<file path="src/rtl/drive_ramp_ctrl.sv">
// drive_ramp_ctrl
//   Sequences the line-follower forward drive: ramps speed up after a go
//   request, holds it, and ramps it down on stop or a newly seen cross line.
//   Mixes the signed PID steering sum into left/right wheel speeds.
//
// Ports
//   clk          in   1  system clock
//   rst_n        in   1  asynchronous active-low reset
//   go           in   1  run request level; only a rising edge starts a run
//   line_present in   1  cross line seen by IR (asynchronous, synchronised here)
//   err_vld      in   1  one-cycle ramp/mix tick from the PID block
//   pid_sum      in  12  signed steering term
//   frwrd        out 10  current forward speed (unsigned)
//   moving       out  1  high whenever the sequencer is not idle
//   lft_spd      out 12  signed left wheel speed
//   rght_spd     out 12  signed right wheel speed
module drive_ramp_ctrl #(
    parameter logic [9:0] MAX_FRWRD   = 10'h2A0,
    parameter logic [9:0] FAST_THRESH = 10'h100,
    parameter logic [5:0] INC_FAST    = 6'd18,
    parameter logic [5:0] INC_SLOW    = 6'd6,
    parameter logic [5:0] DEC         = 6'd24
) (
    input  logic        clk,
    input  logic        rst_n,
    input  logic        go,
    input  logic        line_present,
    input  logic        err_vld,
    input  logic [11:0] pid_sum,
    output logic [9:0]  frwrd,
    output logic        moving,
    output logic [11:0] lft_spd,
    output logic [11:0] rght_spd
);

    localparam logic [1:0] IDLE    = 2'd0;
    localparam logic [1:0] RAMP_UP = 2'd1;
    localparam logic [1:0] RUN     = 2'd2;
    localparam logic [1:0] RAMP_DN = 2'd3;

    logic [1:0]  state_q, state_d;
    logic [9:0]  frwrd_q, frwrd_d;
    logic        moving_q, moving_d;
    logic [11:0] lft_q, lft_d;
    logic [11:0] rght_q, rght_d;
    logic        go_q;
    logic        line_s1_q, line_s2_q, line_q;

    logic        go_rise, line_rise, stop;
    logic [5:0]  inc_sel;
    logic [10:0] up_sum;
    logic [9:0]  frwrd_up, frwrd_dn;
    logic [12:0] f_ext, pid_ext, lft_sum, rght_sum;

    // Clamp a 13-bit signed value into the 12-bit signed range.
    function automatic logic [11:0] sat12(input logic [12:0] v);
        if (v[12] != v[11])
            sat12 = v[12] ? 12'h800 : 12'h7FF;
        else
            sat12 = v[11:0];
    endfunction

    always_comb begin
        go_rise   = go & ~go_q;
        // line_s2_q is the synchronised line level; line_q is its previous value.
        line_rise = line_s2_q & ~line_q;
        stop      = ~go | line_rise;

        inc_sel  = (frwrd_q < FAST_THRESH) ? INC_FAST : INC_SLOW;
        // One extra bit so the sum cannot wrap before the ceiling clamp.
        up_sum   = {1'b0, frwrd_q} + {5'b0, inc_sel};
        frwrd_up = (up_sum >= {1'b0, MAX_FRWRD}) ? MAX_FRWRD : up_sum[9:0];
        frwrd_dn = (frwrd_q < {4'b0, DEC}) ? 10'd0 : frwrd_q - {4'b0, DEC};

        state_d = state_q;
        frwrd_d = frwrd_q;
        case (state_q)
            IDLE: begin
                frwrd_d = 10'd0;
                if (go_rise)
                    state_d = RAMP_UP;
            end
            RAMP_UP: begin
                if (err_vld)
                    frwrd_d = frwrd_up;
                // A stop request wins over reaching the ceiling.
                if (stop)
                    state_d = RAMP_DN;
                else if (frwrd_d == MAX_FRWRD)
                    state_d = RUN;
            end
            RUN: begin
                if (stop)
                    state_d = RAMP_DN;
            end
            default: begin // RAMP_DN: go and line are ignored until idle
                if (err_vld)
                    frwrd_d = frwrd_dn;
                if (frwrd_d == 10'd0)
                    state_d = IDLE;
            end
        endcase

        moving_d = (state_d != IDLE);

        // Mix uses the speed from before this tick's ramp update.
        f_ext    = {3'b0, frwrd_q};
        pid_ext  = {pid_sum[11], pid_sum};
        lft_sum  = f_ext + pid_ext;
        rght_sum = f_ext - pid_ext;

        lft_d  = lft_q;
        rght_d = rght_q;
        if (state_d == IDLE) begin
            // Wheels stop in the same clock the forward speed hits zero.
            lft_d  = 12'd0;
            rght_d = 12'd0;
        end else if (err_vld && state_q != IDLE) begin
            lft_d  = sat12(lft_sum);
            rght_d = sat12(rght_sum);
        end
    end

    always_ff @(posedge clk or negedge rst_n) begin
        if (!rst_n) begin
            state_q   <= IDLE;
            frwrd_q   <= 10'd0;
            moving_q  <= 1'b0;
            lft_q     <= 12'd0;
            rght_q    <= 12'd0;
            go_q      <= 1'b0;
            line_s1_q <= 1'b0;
            line_s2_q <= 1'b0;
            line_q    <= 1'b0;
        end else begin
            state_q   <= state_d;
            frwrd_q   <= frwrd_d;
            moving_q  <= moving_d;
            lft_q     <= lft_d;
            rght_q    <= rght_d;
            go_q      <= go;
            line_s1_q <= line_present;
            line_s2_q <= line_s1_q;
            line_q    <= line_s2_q;
        end
    end

    assign frwrd    = frwrd_q;
    assign moving   = moving_q;
    assign lft_spd  = lft_q;
    assign rght_spd = rght_q;

endmodule

</file>
<file path="config.mk">
export PLATFORM = sky130hd
export DESIGN_NAME = drive_ramp_ctrl
export DESIGN_NICKNAME = d
export VERILOG_FILES = /design/src/rtl/drive_ramp_ctrl.sv
export SDC_FILE = /design/constraint.sdc
export NUM_CORES = 1
export LEC_CHECK = 0
export ABC_AREA = 1
export CAP_MARGIN = 5
export CELL_PAD_IN_SITES_DETAIL_PLACEMENT = 1
export CELL_PAD_IN_SITES_GLOBAL_PLACEMENT = 1
export CORE_MARGIN = 2
export CORE_UTILIZATION = 45
export CTS_CLUSTER_DIAMETER = 150
export DETAILED_ROUTE_END_ITERATION = 8
export DONT_BUFFER_PORTS = 1
export GPL_TIMING_DRIVEN = 0
export PLACE_DENSITY_LB_ADDON = 0.1
export SLEW_MARGIN = 40
export SYNTH_ARGS = -nofsm -noshare
export SYNTH_HDL_FRONTEND = slang
export SYNTH_SLANG_ARGS = --single-unit
</file>
<file path="constraint.sdc">
create_clock -name clk -period 3.1 [get_ports clk]
set_input_delay 0 -clock clk [delete_from_list [all_inputs] [get_ports clk]]
set_output_delay 0 -clock clk [all_outputs]
set_load 0.01 [all_outputs]
</file>
# == Word-level counts from Yosys, hierarchy flattened ==
# Cells that the tools add are included.
# W data, S select, Z words.
# op_classes
addsub,4
magnitude_cmp,3
n_eq_ne,5
muxes,22
bitwise_logic,6
reduce_logical,8
# op_table
op,count
$mux W12,8
$mux W10,6
$pmux W10 S3,1
$add A11 B12 Y13,1
$sub A11 B12 Y13,1
$add A10 B5 Y11,1
$ge A11 B10 Y1 const B,1
$eq A10 B10 Y1 const B,1
$logic_not A10 Y1,1
$lt A10 B5 Y1 const B,1
$lt A10 B9 Y1 const B,1
$mux W2,5
$sub A10 B5 Y10 const B,1
$pmux W2 S3,1
$reduce_bool A2 Y1,3
$mux W5,1
$logic_not A2 Y1,2
$not A1 Y1,3
$reduce_or A3 Y1,1
$and A1 B1 Y1,2
$eq A2 B1 Y1 const B,1
$eq A2 B2 Y1 const B,1
$ne A1 B1 Y1,2
$logic_and A1 B1 Y1,1
$or A1 B1 Y1,1
# totals
reg_bits,41
output_inout_bits,35
word_cells,57

# == Logic depth before layout (Yosys ltp) ==
# logic_depth
word_depth,13
ltp_mapped,21
depth_no_buf,19

# == Worst setup path after synthesis ==
# No wires, ideal clock.
# synth_path
path_kind,reg2reg
startpoint,"register frwrd_q[9], in the netlist frwrd[9]"
endpoint,"register rght_q[9], in the netlist rght_spd[9]"
setup_ps,126
arrival_time_ps,2661
required_time_ps,2974
slack_ps,313
path_stages_with_launch,19
n_path_buf,2
synth_period_minus_slack_ps,2787
cell_sequence,dfrtp_1 -> buf_4 -> nor2_1 -> inv_1 -> ha_1 -> nand3_1 -> nand2_1 -> nand2_1 -> nand3_1 -> nand2_2 -> a21oi_4 -> nand3_1 -> nand2_2 -> nor2_4 -> nand3_2 -> nand2_2 -> a21oi_4 -> buf_12 -> a21oi_2
# synth_between
elab_chain_cells,13
word_cells_on_any_way,26
classes_between,3 x add/sub; 3 x order compare; 2 x eq/ne; 15 x mux; 3 x reduce/logical
# synth_rtl
item,line_no,text
start: declaration,42,"logic [9:0] frwrd_q, frwrd_d;"
start signal: assignment,137,frwrd_q <= frwrd_d;
$lt A10 B9 Y1,69,inc_sel = (frwrd_q < FAST_THRESH) ? INC_FAST : INC_SLOW;
$mux W5,69,
$add A10 B5 Y11,71,"up_sum = {1'b0, frwrd_q} + {5'b0, inc_sel};"
$ge A11 B10 Y1,72,"frwrd_up = (up_sum >= {1'b0, MAX_FRWRD}) ? MAX_FRWRD : up_sum[9:0];"
$mux W10,72,
$mux W10,84,if (err_vld)
$mux W10,77,case (state_q)
$eq A10 B10 Y1,89,else if (frwrd_d == MAX_FRWRD)
$mux W2,89,
$mux W2,87,if (stop)
$pmux W2 S3,77,
$logic_not A2 Y1,114,if (state_d == IDLE) begin
$mux W12 / $reduce_bool A2 Y1 (equally long branches),--,
end signal: assignment,140,rght_q <= rght_d;
end: declaration,45,"logic [11:0] rght_q, rght_d;"
# Several ways; a longest one is shown, not always the timed one. The select of a mux whose other input is x is not followed.
# A chain may end at the register's enable or synchronous reset.

# == Worst setup path in the final report ==
# layout_path
startpoint,"register frwrd_q[9], in the netlist frwrd[9]"
endpoint,"register rght_q[5], in the netlist rght_spd[5]"
# Same word-level chain as after synthesis.

==> summary.txt <==
Power
  – Power per cell area: 1090 nW/um^2
  – Static leakage: 2.15 nW
  – Pwr Total: 4.76 mW
  – VDD IR-drop max: 515 uV

Global routing
  – First-pass GRT wire length: 18.5 mm
  – Initial antenna violation count: 0
  – Vias in the first global route: 3,818
  – GR Overflow Total: 0
  – Largest net degree at the start of global routing: 42
  – Gr usage total: 0.267

Timing
  – Period utilization: 0.991
  – Max Clock Freq: 0.326 GHz
  – Hold Fails Final Rpt: 0
  – Count of final setup violators: 0
  – Unrepaired setup endpoints after global routing: true
  – Fin. max-slew vios: 0
  – Worst rel slew slack: 0.513
  – Max Clock Skew: 11.3 ps
  – Setup_tns: 0 ps
  – Measured slew at the worst slew-check pin: 727 ps
  – Post-layout minimum cycle time: 3070 ps

Finish
  – Final nets: 596
  – Reg area: 1030 um^2
  – Area of the multi-input gates: 2440 um^2
  – Layout Area Growth over Synthesis: 16.8%
  – Fillers: 1,048
  – Post-route cell area: 4370 um^2
  – Post-layout util: 0.537
  – Layout cells sized above 1: 0.213
  – Inserted Diodes: 0

Placed design
  – Final RePlAce weighted congestion: 0.903
  – IO buf count: 0
  – Detailed placement HPWL: 9.15 mm
  – Post-DP Area: 3870 um^2

Worst setup path
  – Worst setup EP type: flop
  – R2r setup slk: 30 ps
  – Critical Path Max Stage Delay: 500 ps
  – Worst path arrival time: 3280 ps
  – CP Cell Sequence: buf_8 -> nor2_4 -> inv_4 -> ha_4 -> nand3_2 -> nand2_2 -> nand2_2 -> nand3_2 -> nand2_4 -> a21oi_4 -> nand2_2 -> a21oi_4 -> nor2_2 -> nand4_1 -> nand2_1 -> nand2_2 -> nand2_4 -> buf_4 -> a21oi_1
  – Crit start category: flop
  – Crit path required time: 3310 ps
  – R2R Path End: rght_spd[5]
  – End of the critical path: rght_spd[5]
  – Most frequent CP cell: nand2_2
  – Critical path type: flop to flop
  – Worst Path Max Fanout: 6
  – Cells on worst reg2reg path: 19
  – CP Launch Point: frwrd[9]
  – RR Startpoint: frwrd[9]
  – Critical-path top delay cell: dfrtp_2

Die
  – Die width: 95.2 um
  – Core area: 8130 um^2
  – Rows: 33
  – Initial Util: 0.460
  – Die area: 9060 um^2
  – Ports: 52
  – Die Y-Extent: 95.2 um

CTS
  – Number of CTS-inserted buffers: 5
  – TritonCTS clock tree: done
  – Worst-skew pair later-pin latency: 300 ps
  – Clock slew at reported path FFs: 90 ps
  – Root Driver: clkbuf_8
  – H-tree lvl count: 2
  – Sink Count: 41
  – Longest Clk Path Bufs: 2

Synthesis
  – Mapped Area: 3740 um^2
  – Synth unique cells: 46
  – Most common library cells after synthesis: nand2_1, inv_1, nor2_1
  – Syn_nets: 573
  – Top cell type's share of synthesized area: 0.274
  – Yosys warning total: 0
  – EDFF count, synth: 0
  – Ys flop type: dfrtp_1
  – Synth Instances: 530
  – Sequential area share after synthesis: 0.274
  – Top cells by area, synth: dfrtp_1, nand2_1, ha_1, inv_1, a21oi_1
  – Area leader, netlist: dfrtp_1
  – FF+latch count, synth: 41
  – Ys async rst share: 1.00
  – Cell with the most instances after synthesis: nand2_1
  – Average cell area after synthesis: 7.06 um^2

Run status
  – Outcome: complete, no violations

Drt
  – Final wirelength: 12.7 mm
  – Vias: 3,711
  – ANT nets after route: 0
  – Number of vias per cell: 5.63
  – Pre-antenna DRT Iters: 4
  – DRT iter0 DRCs: 152
  – Drt wl/cell: 19.3 um
  – DRC Markers: 0

Flow run
  – Max cap viols: 0

Min path
  – HP Class: primary input to flop
-- flip-flops by register name, indices dropped and copies added, names as in the netlist --
register / flops
frwrd: 10
go_q: 1
lft_spd: 12
line_q: 1
line_s1_q: 1
line_s2_q: 1
moving: 1
rght_spd: 12
state_q: 2
-- cells in the final DEF (no fill, tap or decap), drive strengths merged, types with 4 or more instances in the layout --
cell type	count
nand2	130
inv	79
a21oi	59
nor2	56
dfrtp	41
nand3	32
o21ai	29
ha	23
buf	23
xor2	15
a22oi	13
clkbuf	13
nand4	4
nor3	4
a31oi	4
-- what timing repair did --
| action | in CTS | in global routing |
|---|---|---|
| gates resized for setup | 11 | 41 |
| buffers inserted | 1 | 8 |
| hold endpoints to repair | 43 | 0 |
| cloned | 0 | 3 |
| endpoints found under the setup margin | 27 | 27 |
| hold buffers | 4 | 0 |
| pin swaps | 1 | 11 |
-- layer usage --
metal	global-route usage	wire length (um)
met1	0.300	4990
met2	0.498	6800
met3	0.0506	412
met4	0.0942	488
met5	0	0
-- power breakdown --
group          total, mW  switching [mW]  leakage (nW)  internal, mW
clock network      0.462           0.199        0.0585         0.263
registers           1.10           0.350         0.505         0.752
logic               3.20            1.96          1.59          1.24
-- cell type report --
| cell class | instances | share of cell area |
|---|---|---|
| plain buffers | 17 | 0.0370 |
| clock buffers | 7 | 0.0198 |
| clock inverters | 1 | 0.00687 |
| inverters | 80 | 0.0693 |
| multi-input cells | 393 | 0.559 |
| flip-flops and latches | 41 | 0.237 |
| well taps | 105 | 0.0301 |
| repair buffers | 15 | 0.0407 |
-- kinds of logic (layout without fill, tap and decap cells) --
| kind of cell | Yosys count | in the layout | synth area share |
|---|---|---|---|
| AND/OR/NAND/NOR | 229 | 230 | 0.271 |
| buffers and inverters | 97 | 120 | 0.115 |
| flip-flops | 41 | 41 | 0.274 |
| XOR/XNOR | 16 | 16 | 0.0375 |
| adder cells (fa/ha/maj) | 26 | 26 | 0.0930 |
| AO/OA/AOI/OAI | 121 | 121 | 0.209 |
-- worst min-delay path by stage --
| stage | slack [ps] | startpoint | end | depth (start not counted) |
|---|---|---|---|---|
| 2_1_floorplan | -300 | rst_n | frwrd[0] | 0 |
| 3_5_place_dp | -290 | rst_n | lft_spd[9] | 0 |
| 5_1_grt | 80 | pid_sum[11] | lft_spd[11] | 4 |
| 4_1_cts | 70 | pid_sum[11] | lft_spd[11] | 4 |
| 3_3_place_gp | -290 | rst_n | lft_spd[10] | 0 |
| 6_report | 60 | pid_sum[11] | rght_spd[11] | 4 |
-- metrics by stage --
| stage | std cells | hold WS [ps] | setup slack, ps |
|---|---|---|---|
| 2_1_floorplan | 530 | -296 | 313 |
| 3_3_place_gp | 635 | -295 | -229 |
| 3_5_place_dp | 635 | -295 | -297 |
| 4_1_cts | 648 | 66.0 | -1.18 |
| 5_1_grt | 659 | 83.5 | -110 |
| 6_report | 659 | 61.3 | 28.1 |
-- worst max-delay path, delay by kind of cell (launching register included) --
kind | cells | cell delay (ps)
flip-flops | 1 | 500
buffers and inverters | 3 | 380
AO/OA/AOI/OAI | 3 | 580
AND/OR/NAND/NOR | 12 | 1230
adder cells (fa/ha/maj) | 1 | 280
No activity file was read; power rests on OpenSTA's default activity.
